===== src/rtl/riscv_pkg.sv =====
// Shared pipeline definitions: hazard-unit state encoding, major opcodes and ALUOp codes.
package riscv_pkg;

   typedef enum logic [1:0] {
      HZ_RUN      = 2'd0,
      HZ_STALL    = 2'd1,
      HZ_FLUSH    = 2'd2,
      HZ_MEM_WAIT = 2'd3
   } hz_state_e;

   localparam logic [6:0] OPC_RTYPE  = 7'b0110011;
   localparam logic [6:0] OPC_LOAD   = 7'b0000011;
   localparam logic [6:0] OPC_STORE  = 7'b0100011;
   localparam logic [6:0] OPC_BRANCH = 7'b1100011;

   localparam logic [1:0] ALUOP_LDST   = 2'b00;
   localparam logic [1:0] ALUOP_BRANCH = 2'b01;
   localparam logic [1:0] ALUOP_RTYPE  = 2'b10;

endpackage


===== src/rtl/sat_counter.sv =====
// Saturating up-counter with enable and synchronous active-low clear; sticks at all-ones.
module sat_counter #(
   parameter int W = 16
) (
   input  logic         clk,
   input  logic         reset,
   input  logic         en,
   output logic [W-1:0] cnt
);

   always_ff @(posedge clk) begin
      if (!reset) begin
         cnt <= '0;
      end else if (en && (cnt != '1)) begin
         cnt <= cnt + 1'b1;
      end
   end

endmodule


===== src/rtl/hazard_control_unit.sv =====
// Five-stage pipeline hazard control: memory-wait freeze, taken-branch flush, load-use stall.
// Optional performance counters are built only when HAZ_PERF_CNT_EN is defined.
module hazard_control_unit
   import riscv_pkg::*;
#(
   parameter int WAIT_LIMIT = 255,
   parameter int CNT_W      = 16
) (
   input  logic             clk,
   input  logic             reset,
   input  logic [4:0]       id_rs1,
   input  logic [4:0]       id_rs2,
   input  logic [4:0]       ex_rd,
   input  logic             ex_memread,
   input  logic             mem_branch_taken,
   input  logic             mem_req,
   input  logic             mem_ready,
   output logic             pc_write,
   output logic             if_id_write,
   output logic             ctrl_bubble,
   output logic             if_id_flush,
   output logic             id_ex_flush,
   output logic             ex_mem_flush,
   output logic             pipe_hold,
   output logic [1:0]       hz_state,
   output logic             mem_timeout,
   output logic [CNT_W-1:0] stall_cnt,
   output logic [CNT_W-1:0] flush_cnt,
   output logic [CNT_W-1:0] wait_cnt
);

   localparam int WW = $clog2(WAIT_LIMIT + 1);

   hz_state_e     state_q;
   hz_state_e     state_d;
   logic [WW-1:0] wait_q;
   logic          freeze;
   logic          flush;
   logic          load_use;
   logic          stall;

   // Handshake: a data access is outstanding while mem_req is high and completes in the
   // cycle mem_ready is also high; every earlier cycle of that access freezes the pipe.
   always_comb begin
      freeze   = mem_req & ~mem_ready;
      flush    = mem_branch_taken & ~freeze;
      load_use = ex_memread && (ex_rd != 5'd0) && ((ex_rd == id_rs1) || (ex_rd == id_rs2));
      stall    = load_use & ~freeze & ~flush;
   end

   always_comb begin
      pc_write     = 1'b1;
      if_id_write  = 1'b1;
      ctrl_bubble  = 1'b0;
      if_id_flush  = 1'b0;
      id_ex_flush  = 1'b0;
      ex_mem_flush = 1'b0;
      pipe_hold    = 1'b0;
      state_d      = HZ_RUN;
      if (!reset) begin
         pc_write    = 1'b0;
         if_id_write = 1'b0;
         ctrl_bubble = 1'b1;
      end else if (freeze) begin
         // A branch in the held MEM stage is re-presented once the access completes.
         pc_write    = 1'b0;
         if_id_write = 1'b0;
         pipe_hold   = 1'b1;
         state_d     = HZ_MEM_WAIT;
      end else if (flush) begin
         if_id_flush  = 1'b1;
         id_ex_flush  = 1'b1;
         ex_mem_flush = 1'b1;
         state_d      = HZ_FLUSH;
      end else if (stall) begin
         pc_write    = 1'b0;
         if_id_write = 1'b0;
         ctrl_bubble = 1'b1;
         state_d     = HZ_STALL;
      end
   end

   always_ff @(posedge clk) begin
      if (!reset) begin
         state_q     <= HZ_RUN;
         wait_q      <= '0;
         mem_timeout <= 1'b0;
      end else begin
         state_q <= state_d;
         if (freeze) begin
            if (wait_q != WW'(WAIT_LIMIT)) begin
               wait_q <= wait_q + 1'b1;
            end
            if (wait_q >= WW'(WAIT_LIMIT - 1)) begin
               mem_timeout <= 1'b1;
            end
         end else begin
            wait_q <= '0;
         end
      end
   end

   assign hz_state = state_q;

`ifdef HAZ_PERF_CNT_EN
   sat_counter #(.W(CNT_W)) u_stall_cnt (
      .clk   (clk),
      .reset (reset),
      .en    (reset & stall),
      .cnt   (stall_cnt)
   );

   sat_counter #(.W(CNT_W)) u_flush_cnt (
      .clk   (clk),
      .reset (reset),
      .en    (reset & flush),
      .cnt   (flush_cnt)
   );

   sat_counter #(.W(CNT_W)) u_wait_cnt (
      .clk   (clk),
      .reset (reset),
      .en    (reset & freeze),
      .cnt   (wait_cnt)
   );
`else
   assign stall_cnt = '0;
   assign flush_cnt = '0;
   assign wait_cnt  = '0;
`endif

endmodule


===== config.mk =====
export PLATFORM = sky130hd
export DESIGN_NAME = hazard_control_unit
export DESIGN_NICKNAME = d
export VERILOG_FILES = /design/src/rtl/riscv_pkg.sv /design/src/rtl/sat_counter.sv /design/src/rtl/hazard_control_unit.sv
export SDC_FILE = /design/constraint.sdc
export NUM_CORES = 1
export LEC_CHECK = 0
export BUFFER_PORTS_ARGS = -buffer_cell sky130_fd_sc_hd__buf_4
export CAP_MARGIN = 20
export CORE_MARGIN = 5
export CORE_UTILIZATION = 43
export DETAILED_ROUTE_END_ITERATION = 7
export PLACE_DENSITY = 0.82
export REMOVE_ABC_BUFFERS = 1
export SYNTH_ARGS = -nofsm -noshare
export SYNTH_HDL_FRONTEND = slang
export SYNTH_SLANG_ARGS = --single-unit

===== constraint.sdc =====
create_clock -name clk -period 3.27 [get_ports clk]
set_clock_uncertainty 0.05 [all_clocks]
set_input_delay 0.1635 -clock clk [delete_from_list [all_inputs] [get_ports clk]]
set_output_delay 0.1635 -clock clk [all_outputs]
set_load 0.1 [all_outputs]

[Yosys cells after proc, flatten, opt, wreduce, memory -nomap -nowiden]
Cells that the tools add are included.
Word-level totals
  register bits after elaboration: 11
  bits of input ports: 21
  output and inout port bits: 58
Operators by class
  add/sub/neg operators: 1
  reduce and logical (&&, ||, !) cells: 6
  bitwise gates (word level): 7
  muxes and demuxes: 16
  $lt $le $gt $ge: 1
  eq/ne operators: 3
Operators with widths (number)
  1-bit two-way mux: 14
  5-bit == test: 2
  8-bit by 1-bit adder with 8-bit output, second input constant: 1
  8-bit greater-or-equal comparator, second input constant: 1
  8-bit inequality test, second input constant: 1
  5-bit nonzero test: 1
  1-bit AND: 4
  2-bit two-way mux: 2
  2-bit AND reduction: 2
  1-bit NOT: 3
  1-bit logical AND: 2
  1-bit logical OR: 1

[Longest topological paths before layout]
  word-level depth: 10
  gate-level depth with buffers: 5
  depth with buffers taken out: 5

[Worst setup path before layout]
Ideal clock, no wire load.
  path kind: input to output
  start point: input port ex_rd[1]
  end point: output port pc_write
  required time: 3.056 ns
  buffers on the path: 1
  data arrival time: 2.659 ns
  cell stages on the path: 5
  slack: 0.398 ns
  path through: or4_1 nor2_1 nor3b_1 a211oi_2 buf_4
On the way
  word-level cells in the longest chain between the ends: 9
  elaborated cells on any way between the ends: 12
Ends and longest elaborated chain
  start: declaration: RTL line hazard_control_unit.sv:13  | input logic [4:0] ex_rd,
  5-bit == test or 5-bit nonzero test (tied branches): RTL line hazard_control_unit.sv:47  | load_use = ex_memread && (ex_rd != 5'd0) && ((ex_rd == id_rs1) || (ex_rd == id_rs2));
  1-bit logical OR or 1-bit logical AND (tied branches): RTL line hazard_control_unit.sv:47
  1-bit logical AND *: RTL line hazard_control_unit.sv:47
  1-bit AND * (2 in series): RTL line hazard_control_unit.sv:48  | stall = load_use & ~freeze & ~flush;
  1-bit two-way mux * (4 in series)
  end: declaration: RTL line hazard_control_unit.sv:18  | output logic pc_write,
Every way passes the cells marked *; elsewhere a longest branch is shown, timed or not.

[Worst setup path in the final report]
  start point: input port ex_rd[1]
  end point: output port pc_write
On the way
  word-level cells in the longest chain between the ends: 9
  elaborated cells on any way between the ends: 12
Ends and longest elaborated chain
  5-bit == test or 5-bit nonzero test (tied branches): RTL line hazard_control_unit.sv:47
  1-bit logical OR or 1-bit logical AND (tied branches): RTL line hazard_control_unit.sv:47
  1-bit logical AND *: RTL line hazard_control_unit.sv:47
  1-bit AND * (2 in series): RTL line hazard_control_unit.sv:48
  1-bit two-way mux *: RTL line hazard_control_unit.sv:75  | end else if (stall) begin
  1-bit two-way mux *: RTL line hazard_control_unit.sv:70  | end else if (flush) begin
  1-bit two-way mux *: RTL line hazard_control_unit.sv:64  | end else if (freeze) begin
  1-bit two-way mux *: RTL line hazard_control_unit.sv:60  | if (!reset) begin
Marks and branches as above.

==> reports/qor.yml <==
cts:
  clock_latency_ns: 0.27
  cts_sinks: 11
  cts_tree: "yes"
  cts_hold_buf: 0
  root_buffer: "clkbuf_4"
  cts_buffers: 3
  post_cts_resize_count: 0
  cts_max_level: 1
  post_cts_buffers: 0
  clkTransAtPathRegs_ns: 0.07
  clock_path_buffers: 2
worst_hold_path:
  min_to: "hz_state[1]$_SDFF_PN0_"
  hold_path.class: "in2reg"
  min_path_cells: 3
  min_from: "mem_branch_taken"
yosys:
  ys.flop_type: "dfxtp_1"
  synth_cells: 128
  netlist_area_um2: 1030
  synth-edff-count: 0
  synthSimpleGateAreaFrac: 0.161
  synth-seq-cells: 11
  yosys.area_share.xor_xnor: 0.111
  synth_fa_ha_area_frac: 0.0243
  yosysUniqueCellTypes: 29
  yosysSeqAreaShare: 0.214
  synthMuxAreaShare: 0.00973
  synthArstFlopShare: 0
  synth-compound-area-share: 0.0888
  synth.avg_cell_area_um2: 8.04
  yosysWarnings: 0
  synth_top_family_by_area: "buffers and inverters"
route:
  drt_iter0_drc: 14
  drcViolationCount: 0
  routed_via_density: 4.05
  vias: 749
  drt-total-wl_um: 1960
  ant_nets: 0
  wl_per_cell_um: 10.6
  firstDrtPassIters: 4
worst_setup_path:
  cpPeakStageDelay_ns: 0.51
  setup.worst_path.class: "in2out"
  arrival_ns: 1.61
  crit_slowest_cell: "or4_1"
  timing.rr.start: "wait_q[1]$_SDFFE_PN0P_"
  crit_buf_inv: 2
  reg2reg_slack_ns: 1.86
  r2r_cells: 3
  cp-start-kind: "input pin"
  r2r-end: "wait_q[1]$_SDFFE_PN0P_"
  cp_top_family: "simple AND/OR/NAND/NOR gates"
  cp-end-kind: "output pin"
  crit_fanout: 3
  crit_top_cell: "buf_4"
  cp_cell_sequence: "buf_4, or4_1, nor2_1, nor3b_1, a211oi_2, buf_4"
  cp.required_ns: 3.06
global_route:
  antenna_found_initial: 0
  grt_pass1_vias: 628
  grt_use_total: 0.110
  grt_overflow: 0
  grt_pass1_wl_um: 2850
  grt_max_degree: 9
status:
  outcome: "finished, final reports clean"
sta:
  max_freq_mhz: 547
  grt_setup_unrepaired: "no"
  report.final.slew_viol_count: 0
  setup_tns_ns: 0
  setup_viol_count_final: 0
  post-route-min-period_ns: 1.83
  timing.final.crit_share: 0.559
  timing.final.ws_setup_ns: 1.44
  whs_ns: 0.0851
  hold_viol: 0
pwr:
  pwr-share-clk: 0.162
  comb_power_share: 0.600
  ir_drop_mv: 0.264
  power.switching_uw: 356
  leakage_uw: 0.000548
  pwr-share-seq: 0.238
  switching_share: 0.618
  internal_power_uw: 220
  p_per_area_nw_per_um2: 522
place:
  portBuffers: 30
  placed_cells: 181
  routabilityCongestion: 0.792
  dp_slack_ns: 1.44
  placed_area_um2: 1080
  place_hpwl_um: 1670
job:
  maxCapViolCount: 0
die:
  die_height_um: 58.9
  start_util: 0.456
  die_x_um: 58.9
  core_area_um2: 2250
  die_area_um2: 3470
  rows: 17
  io-pin-count: 79
finish:
  n_antenna_cell: 0
  final_nets: 181
  final_cells: 185
  drive_gt1_frac: 0.217
  design_area_um2: 1100
  syn2layout_area_growth_pct: 7.30
## cells in the mapped netlist (3+ instances only)
cell / count / share of area
and3_1: 3 / 0.018
buf_4: 51 / 0.37
dfxtp_1: 11 / 0.21
inv_1: 3 / 0.011
nand2_1: 3 / 0.011
nand3_1: 8 / 0.039
nor2_1: 8 / 0.029
xnor2_1: 11 / 0.094
## logic make-up after synthesis
| group | after synthesis |
|---|---|
| other cells | 1 |
| flops | 11 |
| simple gates | 32 |
| compound gates | 13 |
| fa+ha+maj | 2 |
| buf+inv | 55 |
| mux | 1 |
| xor+xnor | 13 |
## per-stage QoR
stage               utilization  total power [uW]
global placement          0.478               484
finish                    0.489               576
global route              0.489               601
detailed placement        0.478               485
CTS                       0.489               582
floorplan                     -               448
## worst max path at each step
| stage | start | endpoint | slack (ns) | cells past startpoint |
|---|---|---|---|---|
| after global routing | ex_rd[1] | if_id_write | 1.39 | 6 |
| after floorplan | ex_rd[1] | if_id_write | -0.23 | 4 |
| after CTS | ex_rd[1] | if_id_write | 1.44 | 6 |
| after detailed placement | ex_rd[1] | if_id_write | 1.44 | 6 |
| final | ex_rd[1] | pc_write | 1.44 | 6 |
| after global placement | ex_rd[1] | pc_write | 1.47 | 6 |
## worst register-to-register path, cell delays in order, from the launching register on
cell and delay [ns]:
dfxtp_1 0.44, ha_1 0.29, nand4_1 0.25, a211oi_1 0.30
## layout by cell type (no fill, tap or decap), types with 3 or more instances in the layout
cell | synthesis | routed
and3_1 | 3 | 3
buf_4 | 51 | 30
clkbuf_4 | 0 | 3
conb_1 | 1 | 48
dfxtp_1 | 11 | 11
inv_1 | 3 | 3
nand2_1 | 3 | 3
nand3_1 | 8 | 8
nor2_1 | 8 | 8
xnor2_1 | 11 | 11
## cell type report
cell class                      instances  area, um^2
Fill cell                             232        1150
Sequential cell                        11         220
Inverter                                3        11.3
Clock buffer                            4        26.3
Tap cell                               28        35.0
Multi-Input combinational cell        109         586
Timing Repair Buffer                   30         225
## power groups by stage
stage          sequential (uW)  combinational (uW)  clock, uW
2_1_floorplan              151                 297          0
3_3_place_gp               140                 344          0
3_5_place_dp               140                 344          0
4_1_cts                    137                 344        100
5_1_grt                    138                 355        108
6_report                   137                 346       93.2
## routing by layer
layer / vias to the layer above / wire [um] / GRT usage
li1: 384 / - / -
met1: 317 / 752 / 0.127
met2: 43 / 910 / 0.177
met3: 5 / 261 / 0.0461
met4: 0 / 34 / 0.0485
met5: - / 0 / 0
## flip-flops by register name, indices dropped and copies added, names as in the netlist
register,cells
hz_state,2
wait_q,8
mem_timeout,1
No activity file was read; power rests on OpenSTA's default activity.
